[src/rtl/muldiv_pkg.sv]
// rtl/muldiv_pkg.sv - shared op encodings, FSM states and default width for muldiv_unit
package muldiv_pkg;

   localparam int MULDIV_WIDTH = 16;

   localparam logic [1:0] OP_MUL_LO = 2'b00;
   localparam logic [1:0] OP_MUL_HI = 2'b01;
   localparam logic [1:0] OP_DIV_Q  = 2'b10;
   localparam logic [1:0] OP_DIV_R  = 2'b11;

   typedef enum logic [1:0] {
      IDLE = 2'd0,
      RUN  = 2'd1,
      FIN  = 2'd2
   } state_t;

endpackage

[src/rtl/muldiv_step.sv]
// rtl/muldiv_step.sv - one combinational iteration: shift-add multiply or restoring-divide step
module muldiv_step #(
   parameter int WIDTH = 16
) (
   input  logic             div_mode,
   input  logic [WIDTH-1:0] acc,
   input  logic [WIDTH-1:0] lo,
   input  logic [WIDTH-1:0] opnd,
   output logic [WIDTH-1:0] acc_next,
   output logic [WIDTH-1:0] lo_next
);

   logic [WIDTH:0] sum;
   logic [WIDTH:0] shifted;
   logic           ge;

   // Partial remainder stays below the divisor, so WIDTH bits of acc suffice.
   always_comb begin
      sum     = {1'b0, acc} + (lo[0] ? {1'b0, opnd} : '0);
      shifted = {acc, lo[WIDTH-1]};
      ge      = shifted >= {1'b0, opnd};
      if (div_mode) begin
         acc_next = ge ? (shifted[WIDTH-1:0] - opnd) : shifted[WIDTH-1:0];
         lo_next  = {lo[WIDTH-2:0], ge};
      end else begin
         acc_next = sum[WIDTH:1];
         lo_next  = {sum[0], lo[WIDTH-1:1]};
      end
   end

endmodule

[src/rtl/muldiv_unit.sv]
// rtl/muldiv_unit.sv - iterative multiply/divide unit; MULDIV_SIGNED_EN adds two's complement operands
module muldiv_unit
   import muldiv_pkg::*;
#(
   parameter int WIDTH = MULDIV_WIDTH,
   localparam int CNT_W = $clog2(WIDTH) + 1
) (
   input  logic             clock,
   input  logic             reset,
   input  logic             start,
   input  logic [1:0]       op,
   input  logic [WIDTH-1:0] AR,
   input  logic [WIDTH-1:0] BR,
   output logic [WIDTH-1:0] result,
   output logic             busy,
   output logic             done,
   output logic             div_zero
);

   state_t             state, state_next;
   logic [CNT_W-1:0]   cnt;
   logic [1:0]         op_q;
   logic [WIDTH-1:0]   opnd, acc, lo;
   logic [WIDTH-1:0]   acc_next, lo_next;
   logic [WIDTH-1:0]   a_mag, b_mag;
   logic               div0_q;
   logic               accept, step_en, fin_en, br_zero;
   logic [2*WIDTH-1:0] prod;
   logic [WIDTH-1:0]   quo, rem, fin_result;

   assign br_zero = (BR == '0);

`ifdef MULDIV_SIGNED_EN
   logic neg_q, neg_r;

   assign a_mag = AR[WIDTH-1] ? (~AR) + WIDTH'(1) : AR;
   assign b_mag = BR[WIDTH-1] ? (~BR) + WIDTH'(1) : BR;

   always_ff @(posedge clock or negedge reset) begin
      if (!reset) begin
         neg_q <= 1'b0;
         neg_r <= 1'b0;
      end else if (accept) begin
         neg_q <= AR[WIDTH-1] ^ BR[WIDTH-1];
         neg_r <= AR[WIDTH-1];
      end
   end
`else
   assign a_mag = AR;
   assign b_mag = BR;
`endif

   always_ff @(posedge clock or negedge reset) begin
      if (!reset) state <= IDLE;
      else        state <= state_next;
   end

   always_comb begin
      state_next = state;
      case (state)
         IDLE: if (start) state_next = (op[1] && br_zero) ? FIN : RUN;
         RUN:  if (cnt == CNT_W'(1)) state_next = FIN;
         FIN:  state_next = IDLE;
         default: state_next = IDLE;
      endcase
   end

   always_comb begin
      accept  = (state == IDLE) && start;
      step_en = (state == RUN);
      fin_en  = (state == FIN);
   end

   muldiv_step #(.WIDTH(WIDTH)) u_step (
      .div_mode (op_q[1]),
      .acc      (acc),
      .lo       (lo),
      .opnd     (opnd),
      .acc_next (acc_next),
      .lo_next  (lo_next)
   );

   // Sign fix-up happens on magnitudes; a zero divisor returns the raw dividend held in lo.
   always_comb begin
      prod = {acc, lo};
      quo  = lo;
      rem  = acc;
`ifdef MULDIV_SIGNED_EN
      if (neg_q) begin
         prod = ~prod + (2*WIDTH)'(1);
         quo  = ~quo + WIDTH'(1);
      end
      if (neg_r) rem = ~rem + WIDTH'(1);
`endif
      case (op_q)
         OP_MUL_LO: fin_result = prod[WIDTH-1:0];
         OP_MUL_HI: fin_result = prod[2*WIDTH-1:WIDTH];
         OP_DIV_Q:  fin_result = div0_q ? '1 : quo;
         default:   fin_result = div0_q ? lo : rem;
      endcase
   end

   always_ff @(posedge clock or negedge reset) begin
      if (!reset) begin
         cnt      <= '0;
         op_q     <= '0;
         opnd     <= '0;
         acc      <= '0;
         lo       <= '0;
         div0_q   <= 1'b0;
         result   <= '0;
         busy     <= 1'b0;
         done     <= 1'b0;
         div_zero <= 1'b0;
      end else begin
         done <= 1'b0;
         if (accept) begin
            op_q     <= op;
            cnt      <= CNT_W'(WIDTH);
            busy     <= 1'b1;
            div_zero <= 1'b0;
            div0_q   <= op[1] && br_zero;
            acc      <= '0;
            if (op[1]) begin
               opnd <= b_mag;
               lo   <= br_zero ? AR : a_mag;
            end else begin
               opnd <= a_mag;
               lo   <= b_mag;
            end
         end else if (step_en) begin
            acc <= acc_next;
            lo  <= lo_next;
            cnt <= cnt - CNT_W'(1);
         end else if (fin_en) begin
            result   <= fin_result;
            done     <= 1'b1;
            busy     <= 1'b0;
            div_zero <= div0_q;
         end
      end
   end

endmodule

[config.mk]
export PLATFORM = sky130hd
export DESIGN_NAME = muldiv_unit
export DESIGN_NICKNAME = d
export VERILOG_FILES = /design/src/rtl/muldiv_pkg.sv /design/src/rtl/muldiv_step.sv /design/src/rtl/muldiv_unit.sv
export SDC_FILE = /design/constraint.sdc
export NUM_CORES = 1
export LEC_CHECK = 0
export ABC_AREA = 1
export CORE_MARGIN = 5
export CORE_UTILIZATION = 60
export CTS_CLUSTER_DIAMETER = 150
export CTS_CLUSTER_SIZE = 24
export DETAILED_ROUTE_END_ITERATION = 7
export PLACE_DENSITY = 0.82
export SETUP_SLACK_MARGIN = 0.5
export SLEW_MARGIN = 10
export SYNTH_ARGS = -nofsm -noshare
export SYNTH_HDL_FRONTEND = slang
export SYNTH_HIERARCHICAL = 1
export SYNTH_SLANG_ARGS = --single-unit
[constraint.sdc]
create_clock -name clock -period 2.9 [get_ports clock]
set_input_delay 0.29 -clock clock [delete_from_list [all_inputs] [get_ports clock]]
set_output_delay 0.29 -clock clock [all_outputs]
set_load 0.02 [all_outputs]
==> out/qor.csv, run 1 <==
metric,value,unit
status,finished clean,
# diodes,0,
Synth Area in Adders,6.92,%
vias in the first global route,6498,
RSZ-0062 raised after global routing,yes,
FF-to-FF path depth,14,
max cap viols,0,
mux share of post-synthesis cell area,0,%
vias per inst,5.85,
Layout Utilization,73.3,%
Crit path required time,3170,ps
routed len/inst,17.4,um
"FFs w/ async S/R, synth",100,%
CTS Sinks,77,
Skew-Pair Late Insertion Delay,340,ps
Rel. slew slack,34.1,%
critical path class,reg2reg,
most instantiated library cell after synthesis,nand2_1,
"antenna viol nets, final",0,
Synth Area in Compound Gates,14.6,%
post-synthesis sequential area ratio,28.6,%
Die Y,116,um
Post-synth EDFFs,0,
Port-buffer cells,55,
crit path max fanout,7,
CTS Buf Count,9,
number of top-level pins,56,
largest net degree at the start of global routing,78,
mapped cell area,6730,um^2
clk slew on worst S/H paths,60,ps
minimum clock period,2350,ps
wire length of the first global-routing pass,33300,um
syn_nets,1119,
Core Region,10900,um^2
fin crit share,80.9,%
Startpoint Class,flop,
clock tree from TritonCTS,done,
setup tns final,0,ps
share of layout cells above drive strength 1,13.9,%
Root Buffer,clkbuf_16,
VDD IR-drop max,1020,uV
Least-Margin Pin Slew,988,ps
power density over cell area,1370,nW/um^2
Pre-antenna DRT Iters,7,
Post-DP HPWL,15700,um
worst clock skew,4.27,ps
die area,13400,um^2
DRC violations left,0,
dominant cell type by area after synthesis,dfrtp_1,
xor/xnor cell area share of the yosys netlist,1.43,%
post-synthesis simple-gate area fraction,35.8,%
DIE WIDTH,116,um
Synth Register Bits,77,
synth warn,6,
commonest cells in the netlist,"318 x nand2_1, 153 x inv_1, 98 x nand3_1",
DRT iter0 DRCs,912,
htree depth,3,
Mapped Avg Cell Area,6.43,um^2
share of the synthesized area in the top cell type,28.6,%
"Arr. time, crit path",2620,ps
fmax,0.426,GHz
vias,7293,
final setup vio count,0,
Cells after Synth,1046,
CTS Buffer Depth,2,
Yosys cell types,37,
Area Overhead vs Synth,19.2,%
crit end category,flop,
Final Slew Violations,0,
initial antenna violation count,0,
final hold vios,0,
GR Overflow Total,0,
Routability Congestion,1.04,
starting density of the core,61.5,%
Leakage,4.18,nW
GR Util All Layers,32.1,%
synth top area cells,"dfrtp_1 29%, nand2_1 18%, inv_1 8.5%, nand3_1 7.3%, ha_1 6.3%",
largest family of logic cells by synthesized area,simple AND/OR/NAND/NOR gates,
worst reg-to-reg setup slack,550,ps
HP Class,in2async,
floorplan row count,38,
top_reg_cell synth,dfrtp_1,
final WL,21700,um
nets@finish,1176,
-- what timing repair did --
action | CTS | global route
setup buffers | 5 | 18
hold buffers | 0 | 0
pin swaps | 1 | 6
resized for setup | 1 | 57
setup endpoints to repair | 12 | 17
gates cloned | 0 | 0
-- area by class of cell --
cell class | count | area, um^2
Clock buffer | 9 | 225
Sequential cell | 77 | 1940
Timing Repair Buffer | 86 | 782
Clock inverter | 6 | 86.3
Fill cell | 920 | 2920
Inverter | 166 | 623
Multi-Input combinational cell | 763 | 4190
Tap cell | 140 | 175
-- metal layers --
layer | GRT usage [%] | vias to the layer above | routed length (um)
met3 | 4.23 | 82 | 1840
li1 | - | 3477 | -
met2 | 49.6 | 421 | 9880
met5 | 0 | - | 0
met4 | 17.0 | 0 | 1060
met1 | 44.0 | 3313 | 8960
-- critical path: stages (launching register included) --
cell,delay [ps]
dfrtp_4,520
clkbuf_2,180
nand2_1,100
inv_1,50
ha_2,320
a21o_1,210
a21oi_2,160
nor2_1,50
nor2_1,120
nand2_1,70
nand2_1,50
nand3_1,120
nand2_2,170
nand2_1,70
nand2_1,90
-- kinds of logic (layout without fill, tap and decap cells) --
| family | count (synthesis) | count (layout) |
|---|---|---|
| xor gates and xnor gates | 11 | 11 |
| buffers and inverters | 206 | 267 |
| DFF | 77 | 77 |
| adders and majority gates | 36 | 36 |
| AOI/OAI and AO/OA | 166 | 166 |
| and+or+nand+nor | 550 | 550 |
-- sequential cells by signal (all words and copies together), names as in the netlist --
register and count:
done 1, cnt 5, div_zero 1, busy 1, opnd 16, acc 16, div0_q 1, op_q 2
state 2, lo 16, result 16
-- cells in the final DEF (no fill, tap or decap), types with 4 or more instances in the layout --
master           Yosys  routed
a21o_1               4       4
dfrtp_1             77      70
dfrtp_2              0       6
nor2_1              61      57
nor3_1               5       4
ha_4                 0      11
or2_1                5       5
inv_1              153     151
a21oi_2              0       5
nand2_2              3       9
xnor2_1              6       6
inv_2               13      15
nand3_1             98      97
clkbuf_16            0       9
or2_2               24      24
nand4_1              8       8
o21ai_1             18      22
nand2_1            318     312
xor2_1               5       5
ha_2                 0       8
o211ai_2             8       8
a31oi_1             15      15
nor2_2               6       8
buf_4                7      29
o211ai_1            24      24
clkdlybuf4s50_1      0      54
nand3b_1            14      14
ha_1                34      15
a21oi_1             36      31
o21ai_0             59      55
-- final timing paths --
check | startpoint | to
setup / recovery | lo[0] | acc[12]
min in group clock | cnt[4] | cnt[4]
hold / removal | reset | result[10]
max in group asynchronous | reset | lo[0]
hold reg to reg | cnt[4] | cnt[4]
setup reg to reg | lo[0] | acc[12]
-- stage by stage --
stage          instance area [um^2]  cells  setup WS (ps)  hold WS, ps  power (mW)
6_report                       8020   1247            554         96.8        11.0
2_1_floorplan                  6730   1046            505        -5.59        7.00
4_1_cts                        7640   1229            505          152        10.1
5_1_grt                        8020   1247            411          190        11.9
3_3_place_gp                   7290   1209            458          458        8.72
3_5_place_dp                   7290   1209            407          466        8.78
-- power by group --
part	internal (mW)	switching, mW	leakage [nW]
Sequential	1.63	0.698	0.915
Clock	0.749	0.461	0.152
Combinational	2.86	4.61	3.11
Power figures use the tool's default switching activity.
==> run 2, diff against run 1 <==
Clock period 2.9 ns to 2.2 ns, I/O delays scaled along.
==> run 2 against run 1 <==
The run now ends with setup timing left. Routed wire length rose by 20%. Design area rose by 16%. First-iteration DRC count rose by 38%. Non-clock buffer count rose by 62. Final cell count rose by 5.2%. Core utilization rose by 12 points. Critical path type unchanged. Largest cell class unchanged.
==> out/qor.csv, run 2 (same netlist as run 1, synthesis figures left out) <==
metric,value,unit,change
share of layout cells above drive strength 1,29.2,%,+15 points
# diodes,0,,unchanged
final hold vios,0,,unchanged
routed len/inst,19.8,um,+14%
design area,9340,um^2,+16%
status,"complete, but fails checks",,
HP Class,in2async,,
CTS Buf Count,9,,unchanged
Stages on worst setup path,12,,-2
Post-DP HPWL,16500,um,+5.4%
Crit path required time,2430,ps,-740 ps
vias in the first global route,7140,,+9.9%
Port-buffer cells,55,,unchanged
GR Overflow Total,0,,unchanged
final WL,26000,um,+20%
Rel. slew slack,58.9,%,+25 points
DRT iter0 DRCs,1258,,+38%
"antenna viol nets, final",0,,unchanged
area of the multi-input gates,4900,um^2,+17%
Critical-path top delay cell,dfrtp_2,,
vias,8129,,+11%
worst reg-to-reg setup slack,-80,ps,-640 ps
final-layout fill cell count,643,,-30%
worst clock skew,6.78,ps,+2.51 ps
Non-Filler Instances,1312,,+5.2%
htree depth,3,,unchanged
Root Buffer,clkbuf_16,,
crit path buf inv count,1,,-1
starting density of the core,61.5,%,unchanged
fin crit share,104,%,+23 points
"Arr. time, crit path",2520,ps,-100 ps
floorplan row count,38,,unchanged
clk slew on worst S/H paths,70,ps,about the same
Critical path origin,acc[0],,
GR Util All Layers,35.5,%,+3.3 points
RR Endpoint,acc[5],,
Startpoint Class,flop,,
Reg area,1940,um^2,unchanged
die area,13400,um^2,unchanged
failing checks,setup timing,,
Critical path destination,acc[5],,
CTS Buffer Depth,2,,unchanged
Pre-antenna DRT Iters,8,,+1
crit path max fanout,4,,-3
CTS Sinks,77,,unchanged
number of top-level pins,56,,unchanged
wire length of the first global-routing pass,36700,um,+10%
FF-to-FF Start,acc[0],,
crit end category,flop,,
most frequent cells in the layout,"266 x nand2_1, 127 x inv_1, 79 x buf_4",,
largest net degree at the start of global routing,43,,-45%
final setup vio count,2,,+2
initial antenna violation count,0,,unchanged
Least-Margin Pin Slew,613,ps,-375 ps
most frequent CP cell,nand3_2,,
clock tree from TritonCTS,done,,
setup slack after layout,-83.2,ps,-637 ps
"slowest stage delay, CP",470,ps,-50 ps
vias per inst,6.20,,+5.9%
"critical path, cell by cell","buf_6, ha_4, fa_2, nand3_2, nand2_2, nand3_2, nand2_2, or2_4, nand3_2, nand2_1, nand2_1, o21ai_1",,
max cap viols,0,,unchanged
"most common cell after layout, fill and taps aside",nand2_1,,
nets@finish,1240,,+5.4%
critical path class,reg2reg,,
Final Slew Violations,0,,unchanged
placed insts,1254,,+3.7%
cell family with most CP delay,simple AND/OR/NAND/NOR gates,,
Area Overhead vs Synth,38.8,%,
Skew-Pair Late Insertion Delay,350,ps,about the same
Die Y,116,um,unchanged
DIE WIDTH,116,um,unchanged
DRC violations left,0,,unchanged
Routability Congestion,1.01,,-2.6%
fmax,0.438,GHz,+2.7%
Core Region,10900,um^2,unchanged
RSZ-0062 raised after global routing,yes,,
FF-to-FF path depth,12,,-2
Layout Utilization,85.4,%,+12 points
hold_ws,397,ps,+301 ps
DP Area,7950,um^2,+9.2%
minimum clock period,2280,ps,-62.6 ps
-- run 2: what timing repair did --
action                                  CTS  global route
gates cloned                              1             3
hold endpoints to repair                 40             0
pin swaps                                35            43
endpoints found under the setup margin   23            31
resized for setup                       102            87
buffers inserted                         25            12
hold buffers                              1             0
-- run 2: how the worst min path moves through the flow --
stage,cells past startpoint,start,slack [ps],endpoint
final,2,reset,400,result[14]
after global routing,2,reset,450,result[15]
after CTS,2,reset,410,acc[12]
after detailed placement,1,reset,240,result[15]
after global placement,1,reset,240,result[15]
after floorplan,0,reset,-80,acc[0]
-- run 2: final cells by class --
cell class	count	area share, %
inverter	166	6.74
sequential	77	20.8
clock buffer	12	2.75
timing repair inverter	1	0.0536
timing repair buffer	148	14.8
multi-input combinational	764	52.4
tap	140	1.88
clock inverter	4	0.589
-- run 2: per-layer routing --
metal / routed length (um) / vias up / GRT usage [%]
met2: 11700 / 614 / 58.0
met4: 2150 / 0 / 18.2
met5: 0 / - / 0
met3: 2910 / 195 / 5.80
li1: - / 3595 / -
met1: 9280 / 3725 / 45.3
-- run 2: stage by stage --
stage,setup TNS (ps),worst slack [ps]
after floorplan,0,77.8
after global placement,0,17.4
after detailed placement,-60.4,-19.2
after CTS,0,160
after global routing,-541,-114
final,-88.7,-83.2
Power of run 2 is left out: the tool's default activity adds up to more than one toggle a clock period on the data nets, which glitch-free logic cannot reach.
